### src/rtl/rapids_pkg.sv
// Shared definitions for the ALU writeback path: FSM states, default widths
// and the hardwired zero register index.
package rapids_pkg;

    localparam int DATA_W_DEF = 32;
    localparam int ADDR_W_DEF = 5;
    localparam int ZERO_REG   = 0;

    typedef enum logic [1:0] {
        IDLE = 2'd0,
        WR1  = 2'd1,
        WR2  = 2'd2
    } wb_state_e;

endpackage

### src/rtl/alu_writeback.sv
// Serialises one ALU result pair (Y1 then Y2) onto the single register-file write port.
// Latency: first rf_we one cycle after acceptance; one write per granted cycle.
// Backpressure: in_ready only in IDLE or while the final write of a transaction is granted.
module alu_writeback
    import rapids_pkg::*;
#(
    parameter int DATA_W = DATA_W_DEF,
    parameter int ADDR_W = ADDR_W_DEF
) (
    input  logic              clk,
    input  logic              rst,
    input  logic              in_valid,
    output logic              in_ready,
    input  logic [DATA_W-1:0] Y1,
    input  logic [DATA_W-1:0] Y2,
    input  logic              en1,
    input  logic              en2,
    input  logic [ADDR_W-1:0] dest1,
    input  logic [ADDR_W-1:0] dest2,
    output logic              rf_we,
    output logic [ADDR_W-1:0] rf_waddr,
    output logic [DATA_W-1:0] rf_wdata,
    input  logic              rf_grant,
    output logic              wb_done,
    output logic              busy
);

    localparam logic [ADDR_W-1:0] ZERO_ADDR = ADDR_W'(ZERO_REG);

    wb_state_e         state;
    logic [DATA_W-1:0] y2_q;
    logic [ADDR_W-1:0] dest2_q;
    logic              w2_q;

    logic w1;
    logic w2;
    logic final_grant;
    logic accept;

    // Writes aimed at r0 are dropped up front so they never occupy a port cycle.
    assign w1 = en1 && (dest1 != ZERO_ADDR);
    assign w2 = en2 && (dest2 != ZERO_ADDR);

    assign final_grant = rf_grant && ((state == WR2) || ((state == WR1) && !w2_q));
    assign in_ready    = (state == IDLE) || final_grant;
    assign accept      = in_valid && in_ready;
    assign busy        = (state != IDLE);

    always_ff @(posedge clk) begin
        if (rst) begin
            state    <= IDLE;
            rf_we    <= 1'b0;
            rf_waddr <= '0;
            rf_wdata <= '0;
            wb_done  <= 1'b0;
            y2_q     <= '0;
            dest2_q  <= '0;
            w2_q     <= 1'b0;
        end else begin
            wb_done <= final_grant || (accept && !w1 && !w2);

            if (accept) begin
                y2_q    <= Y2;
                dest2_q <= dest2;
                w2_q    <= w2;
                if (w1) begin
                    state    <= WR1;
                    rf_we    <= 1'b1;
                    rf_waddr <= dest1;
                    rf_wdata <= Y1;
                end else if (w2) begin
                    state    <= WR2;
                    rf_we    <= 1'b1;
                    rf_waddr <= dest2;
                    rf_wdata <= Y2;
                end else begin
                    state <= IDLE;
                    rf_we <= 1'b0;
                end
            end else if ((state == WR1) && rf_grant && w2_q) begin
                state    <= WR2;
                rf_waddr <= dest2_q;
                rf_wdata <= y2_q;
            end else if (final_grant) begin
                state <= IDLE;
                rf_we <= 1'b0;
            end
        end
    end

endmodule

### config.mk
export PLATFORM = sky130hd
export DESIGN_NAME = alu_writeback
export DESIGN_NICKNAME = d
export VERILOG_FILES = /design/src/rtl/rapids_pkg.sv /design/src/rtl/alu_writeback.sv
export SDC_FILE = /design/constraint.sdc
export NUM_CORES = 1
export LEC_CHECK = 0
export CORE_AREA = 2 2 124 126
export CTS_BUF_LIST = sky130_fd_sc_hd__clkbuf_2 sky130_fd_sc_hd__clkbuf_4 sky130_fd_sc_hd__clkbuf_8
export DETAILED_ROUTE_END_ITERATION = 6
export DIE_AREA = 0 0 126 128
export HOLD_SLACK_MARGIN = 0.05
export PLACE_DENSITY = 0.56
export SLEW_MARGIN = 10
export SYNTH_ARGS = -nofsm -noshare
export SYNTH_HDL_FRONTEND = slang
export SYNTH_SLANG_ARGS = --single-unit
### constraint.sdc
create_clock -name clk -period 1.9 [get_ports clk]
set_input_delay 0.285 -clock clk [delete_from_list [all_inputs] [get_ports clk]]
set_output_delay 0.285 -clock clk [all_outputs]
set_load 0.05 [all_outputs]
==> run_summary.xml <==
<?xml version="1.0" encoding="UTF-8"?>
<metrics>
  <group name="global_routing">
    <metric name="grt_antenna_before_repair" unit="">0</metric>
    <metric name="gr-usage-all-layers" unit="">0.125</metric>
    <metric name="global_route.overflow_total" unit="">0</metric>
    <metric name="maximum_number_of_pins_on_one_net_before_global_route_repair" unit="">34</metric>
    <metric name="first_global_vias" unit="">3262</metric>
    <metric name="grt_pass1_wl" unit="mm">16.2</metric>
  </group>
  <group name="worst_setup_path">
    <metric name="endpoint_kind_of_the_worst_setup_timing_path" unit="">register</metric>
    <metric name="slowest_delay" unit="ps">560</metric>
    <metric name="worstPathCellList" unit="">dlygate4sd2_1, or4_4, o21ai_4, buf_6, buf_4, buf_4, a221oi_1, a211o_1, a21oi_2</metric>
    <metric name="start_kind" unit="">input port</metric>
    <metric name="worst_path_max_delay_cell" unit="">sky130_fd_sc_hd__or4_4</metric>
    <metric name="crit_path_frequent_cell" unit="">sky130_fd_sc_hd__buf_4</metric>
    <metric name="cp_data_arrival_time" unit="ps">2170</metric>
    <metric name="worst-setup-path-type" unit="">in2reg</metric>
    <metric name="max_fanout_on_critical_path" unit="">4</metric>
    <metric name="worst_r2r_path_depth" unit="">6</metric>
    <metric name="critical_path_required" unit="ps">2200</metric>
  </group>
  <group name="synth">
    <metric name="post_synth_adder_cell_area" unit="">0</metric>
    <metric name="synth-seq-cells" unit="">79</metric>
    <metric name="synth-seq-area-share" unit="">0.471</metric>
    <metric name="post_synth.cell_area_avg" unit="sq um">8.92</metric>
    <metric name="netlist_area" unit="sq um">3360</metric>
    <metric name="synth.distinct_cells" unit="">33</metric>
    <metric name="combinational_family_with_the_most_area_after_synthesis" unit="">compound AO/OA/AOI/OAI gates</metric>
    <metric name="synth_simple_gate_area_share" unit="">0.131</metric>
    <metric name="postSynthCellCount" unit="">376</metric>
    <metric name="synth_compound_area_frac" unit="">0.246</metric>
    <metric name="syn-num-nets" unit="">456</metric>
    <metric name="total_of_warnings_raised_by_yosys" unit="">0</metric>
    <metric name="synthXorXnorAreaFrac" unit="">0</metric>
    <metric name="muxShareOfSynthArea" unit="">0.0988</metric>
  </group>
  <group name="hold_path">
    <metric name="whs_path_depth" unit="">4</metric>
    <metric name="worst_hold_path_type" unit="">in2reg</metric>
  </group>
  <group name="sta">
    <metric name="min_period" unit="ps">1880</metric>
    <metric name="maxClockFrequency" unit="MHz">533</metric>
    <metric name="finClkSkew" unit="ps">6.70</metric>
    <metric name="setup_violations" unit="">0</metric>
    <metric name="timing.final.crit_share" unit="">0.988</metric>
    <metric name="final_hold_violating_endpoints" unit="">0</metric>
    <metric name="worst-slew-pin-transition" unit="ps">527</metric>
    <metric name="timing.final.max_slew_violations" unit="">0</metric>
    <metric name="maxSlewHeadroom" unit="">0.647</metric>
    <metric name="tns" unit="ps">0</metric>
    <metric name="rsz0062_at_grt" unit="">yes</metric>
  </group>
  <group name="floorplan">
    <metric name="floorplan.die.height" unit="microns">128</metric>
    <metric name="fp.coreArea" unit="sq um">14900</metric>
    <metric name="placement_rows" unit="">45</metric>
    <metric name="initial_utilization" unit="">0.226</metric>
    <metric name="die_area" unit="sq um">16100</metric>
    <metric name="die_x" unit="microns">126</metric>
    <metric name="boundaryPins" unit="">121</metric>
  </group>
  <group name="layout">
    <metric name="finish.instance_area" unit="sq um">5500</metric>
    <metric name="antenna_cells_inserted" unit="">0</metric>
    <metric name="syn2layout_area_growth" unit="%">63.9</metric>
    <metric name="final.fill_count" unit="">1497</metric>
    <metric name="layout.nets" unit="">605</metric>
    <metric name="layout-drive-gt1-share" unit="">0.164</metric>
  </group>
  <group name="cts">
    <metric name="worst_skew_pair.late_latency" unit="ps">360</metric>
    <metric name="clkTransAtPathRegs" unit="ps">80</metric>
    <metric name="clock-sinks" unit="">79</metric>
    <metric name="cts-buffers-inserted" unit="">9</metric>
    <metric name="clock_tree.root_cell" unit="">sky130_fd_sc_hd__clkbuf_8</metric>
    <metric name="cts.htree.levels" unit="">3</metric>
    <metric name="max-clock-path-buffers" unit="">2</metric>
    <metric name="hold_buffers" unit="">0</metric>
    <metric name="tritoncts_clock_tree" unit="">yes</metric>
  </group>
  <group name="placement">
    <metric name="port_buffers" unit="">120</metric>
    <metric name="gp_congestion" unit="">0.785</metric>
    <metric name="placement.cell_area" unit="sq um">5060</metric>
    <metric name="detailedPlacementHpwl" unit="mm">7.28</metric>
  </group>
  <group name="status">
    <metric name="run_status" unit="">completed</metric>
  </group>
  <group name="routing">
    <metric name="wire_per_inst" unit="microns">14.6</metric>
    <metric name="drt-total-wl" unit="mm">10.5</metric>
    <metric name="via_total_after_detailed_routing" unit="">3286</metric>
    <metric name="drcViolationCount" unit="">0</metric>
    <metric name="route.detailed.vias_per_inst" unit="">4.58</metric>
    <metric name="drt-pass1-iter-count" unit="">4</metric>
    <metric name="antenna_left" unit="">0</metric>
    <metric name="detailedRoute.firstIterationViolations" unit="">97</metric>
  </group>
  <group name="power_and_ir_drop">
    <metric name="power_density" unit="nW/um^2">865</metric>
    <metric name="cellLeakagePower" unit="uW">0.00225</metric>
    <metric name="max-vdd-ir-drop" unit="V">0.000328</metric>
  </group>
  <group name="job">
    <metric name="cap_viol_max_count" unit="">0</metric>
  </group>
</metrics>
-- timing repair --
item / 4_1_cts / 5_1_grt
cloned: 1 / 2
hold endpoints to repair: 0 / 0
resized for setup: 7 / 14
pin swaps: 4 / 7
setup endpoints to repair: 33 / 36
buffers inserted: 3 / 4
-- power by group --
group,internal [uW],total (uW),leakage (uW),switching (uW)
combinational,615,1330,0.00147,711
sequential,1790,1860,0.000649,62.1
clock,945,1570,0.000130,630
-- flip-flops by register name, indices dropped and copies added (netlist names) --
name / cells
rf_wdata: 32
rf_we: 1
y2_q: 32
wb_done: 1
state: 2
rf_waddr: 5
w2_q: 1
dest2_q: 5
-- cell type report --
class	instances	area [sq um]	share of cell area
clock buffers	11	151	0.0275
clock inverters	5	104	0.0189
inverters	1	3.75	0.000682
multi-input cells	265	1650	0.301
flip-flops and latches	79	1580	0.288
well taps	188	235	0.0428
repair buffers	169	1770	0.322
-- final timing paths --
kind                  endpoint  slack (ps)  startpoint
setup / recovery   rf_waddr[2]          20    dest1[0]
hold / removal      dest2_q[3]         340    dest2[3]
setup reg to reg  rf_wdata[30]         150    state[1]
hold reg to reg       y2_q[31]         460    y2_q[31]
-- cell usage in the layout (no fill, tap or decap), types with 2 or more instances in the layout --
cell type	n
sky130_fd_sc_hd__a211o_1	5
sky130_fd_sc_hd__a21oi_1	43
sky130_fd_sc_hd__a21oi_2	2
sky130_fd_sc_hd__a21oi_4	2
sky130_fd_sc_hd__a221oi_1	5
sky130_fd_sc_hd__a22o_1	32
sky130_fd_sc_hd__buf_12	12
sky130_fd_sc_hd__buf_4	37
sky130_fd_sc_hd__buf_6	2
sky130_fd_sc_hd__bufinv_16	3
sky130_fd_sc_hd__clkbuf_16	2
sky130_fd_sc_hd__clkbuf_8	11
sky130_fd_sc_hd__clkdlybuf4s50_1	106
sky130_fd_sc_hd__dfxtp_1	78
sky130_fd_sc_hd__dlygate4sd2_1	4
sky130_fd_sc_hd__dlymetal6s2s_1	4
sky130_fd_sc_hd__mux2i_1	32
sky130_fd_sc_hd__nand2_1	77
sky130_fd_sc_hd__nand3_1	8
sky130_fd_sc_hd__nor2_1	9
sky130_fd_sc_hd__o21ai_0	31
sky130_fd_sc_hd__o21ai_4	2
sky130_fd_sc_hd__or4_4	2
-- cell families (layout without fill, tap and decap cells) --
kind of cell,count (synthesis),after routing
flip-flops,79,79
multiplexers,33,33
AND/OR/NAND/NOR,104,104
buffers and inverters,32,186
AO/OA/AOI/OAI,128,128
-- layer usage --
metal  vias to the layer above  global-route usage  share of wire
li1                       1641                   -              -
met1                      1554               0.152           0.45
met2                        79               0.210           0.49
met3                        12              0.0417          0.052
met4                         0              0.0420          0.015
met5                         -                   0              0
-- synth_stat cells --
master | instances | area (sq um)
sky130_fd_sc_hd__buf_2 | 4 | 20.0
sky130_fd_sc_hd__dfxtp_1 | 79 | 1580
sky130_fd_sc_hd__a22o_1 | 32 | 280
sky130_fd_sc_hd__nor2b_1 | 2 | 12.5
sky130_fd_sc_hd__and3b_1 | 1 | 8.76
sky130_fd_sc_hd__nor2_1 | 9 | 33.8
sky130_fd_sc_hd__nand2_1 | 78 | 293
sky130_fd_sc_hd__a31oi_1 | 1 | 6.26
sky130_fd_sc_hd__a21oi_1 | 46 | 230
sky130_fd_sc_hd__o21ai_0 | 32 | 160
sky130_fd_sc_hd__buf_4 | 3 | 22.5
sky130_fd_sc_hd__and4bb_2 | 1 | 12.5
sky130_fd_sc_hd__nand2b_1 | 1 | 6.26
sky130_fd_sc_hd__buf_1 | 1 | 3.75
sky130_fd_sc_hd__nand3_1 | 8 | 40.0
sky130_fd_sc_hd__a21oi_2 | 1 | 8.76
sky130_fd_sc_hd__a211o_1 | 5 | 43.8
sky130_fd_sc_hd__inv_1 | 1 | 3.75
sky130_fd_sc_hd__mux2i_1 | 32 | 320
sky130_fd_sc_hd__o41ai_1 | 1 | 8.76
sky130_fd_sc_hd__clkbuf_1 | 18 | 67.6
sky130_fd_sc_hd__buf_6 | 4 | 45.0
sky130_fd_sc_hd__or4_4 | 1 | 11.3
sky130_fd_sc_hd__or2_2 | 1 | 6.26
sky130_fd_sc_hd__mux2_2 | 1 | 11.3
sky130_fd_sc_hd__o22a_1 | 1 | 8.76
sky130_fd_sc_hd__o21ai_2 | 2 | 17.5
sky130_fd_sc_hd__a21o_1 | 1 | 7.51
sky130_fd_sc_hd__a21o_2 | 1 | 8.76
sky130_fd_sc_hd__buf_8 | 1 | 15.0
sky130_fd_sc_hd__or4_1 | 1 | 7.51
sky130_fd_sc_hd__a221oi_1 | 5 | 43.8
sky130_fd_sc_hd__or3b_1 | 1 | 8.76
-- per-stage QoR --
step / worst slack (ps) / util / power, uW / hold slack (ps) / instances
after CTS: 6.49 / 0.361 / 4780 / 364 / 712
after floorplan: 73.9 / - / 2590 / 421 / 376
after detailed placement: -515 / 0.340 / 3160 / 449 / 692
after global routing: -32.0 / 0.370 / 4980 / 335 / 718
after global placement: -476 / 0.340 / 3150 / 440 / 692
final: 22.6 / 0.370 / 4760 / 342 / 718
-- critical path, delay by kind of cell --
kind | cells | cell delay [ps]
AOI/OAI and AO/OA | 4 | 700
buffers and inverters | 4 | 630
and+or+nand+nor | 1 | 560
No activity file was read; power rests on OpenSTA's default activity.
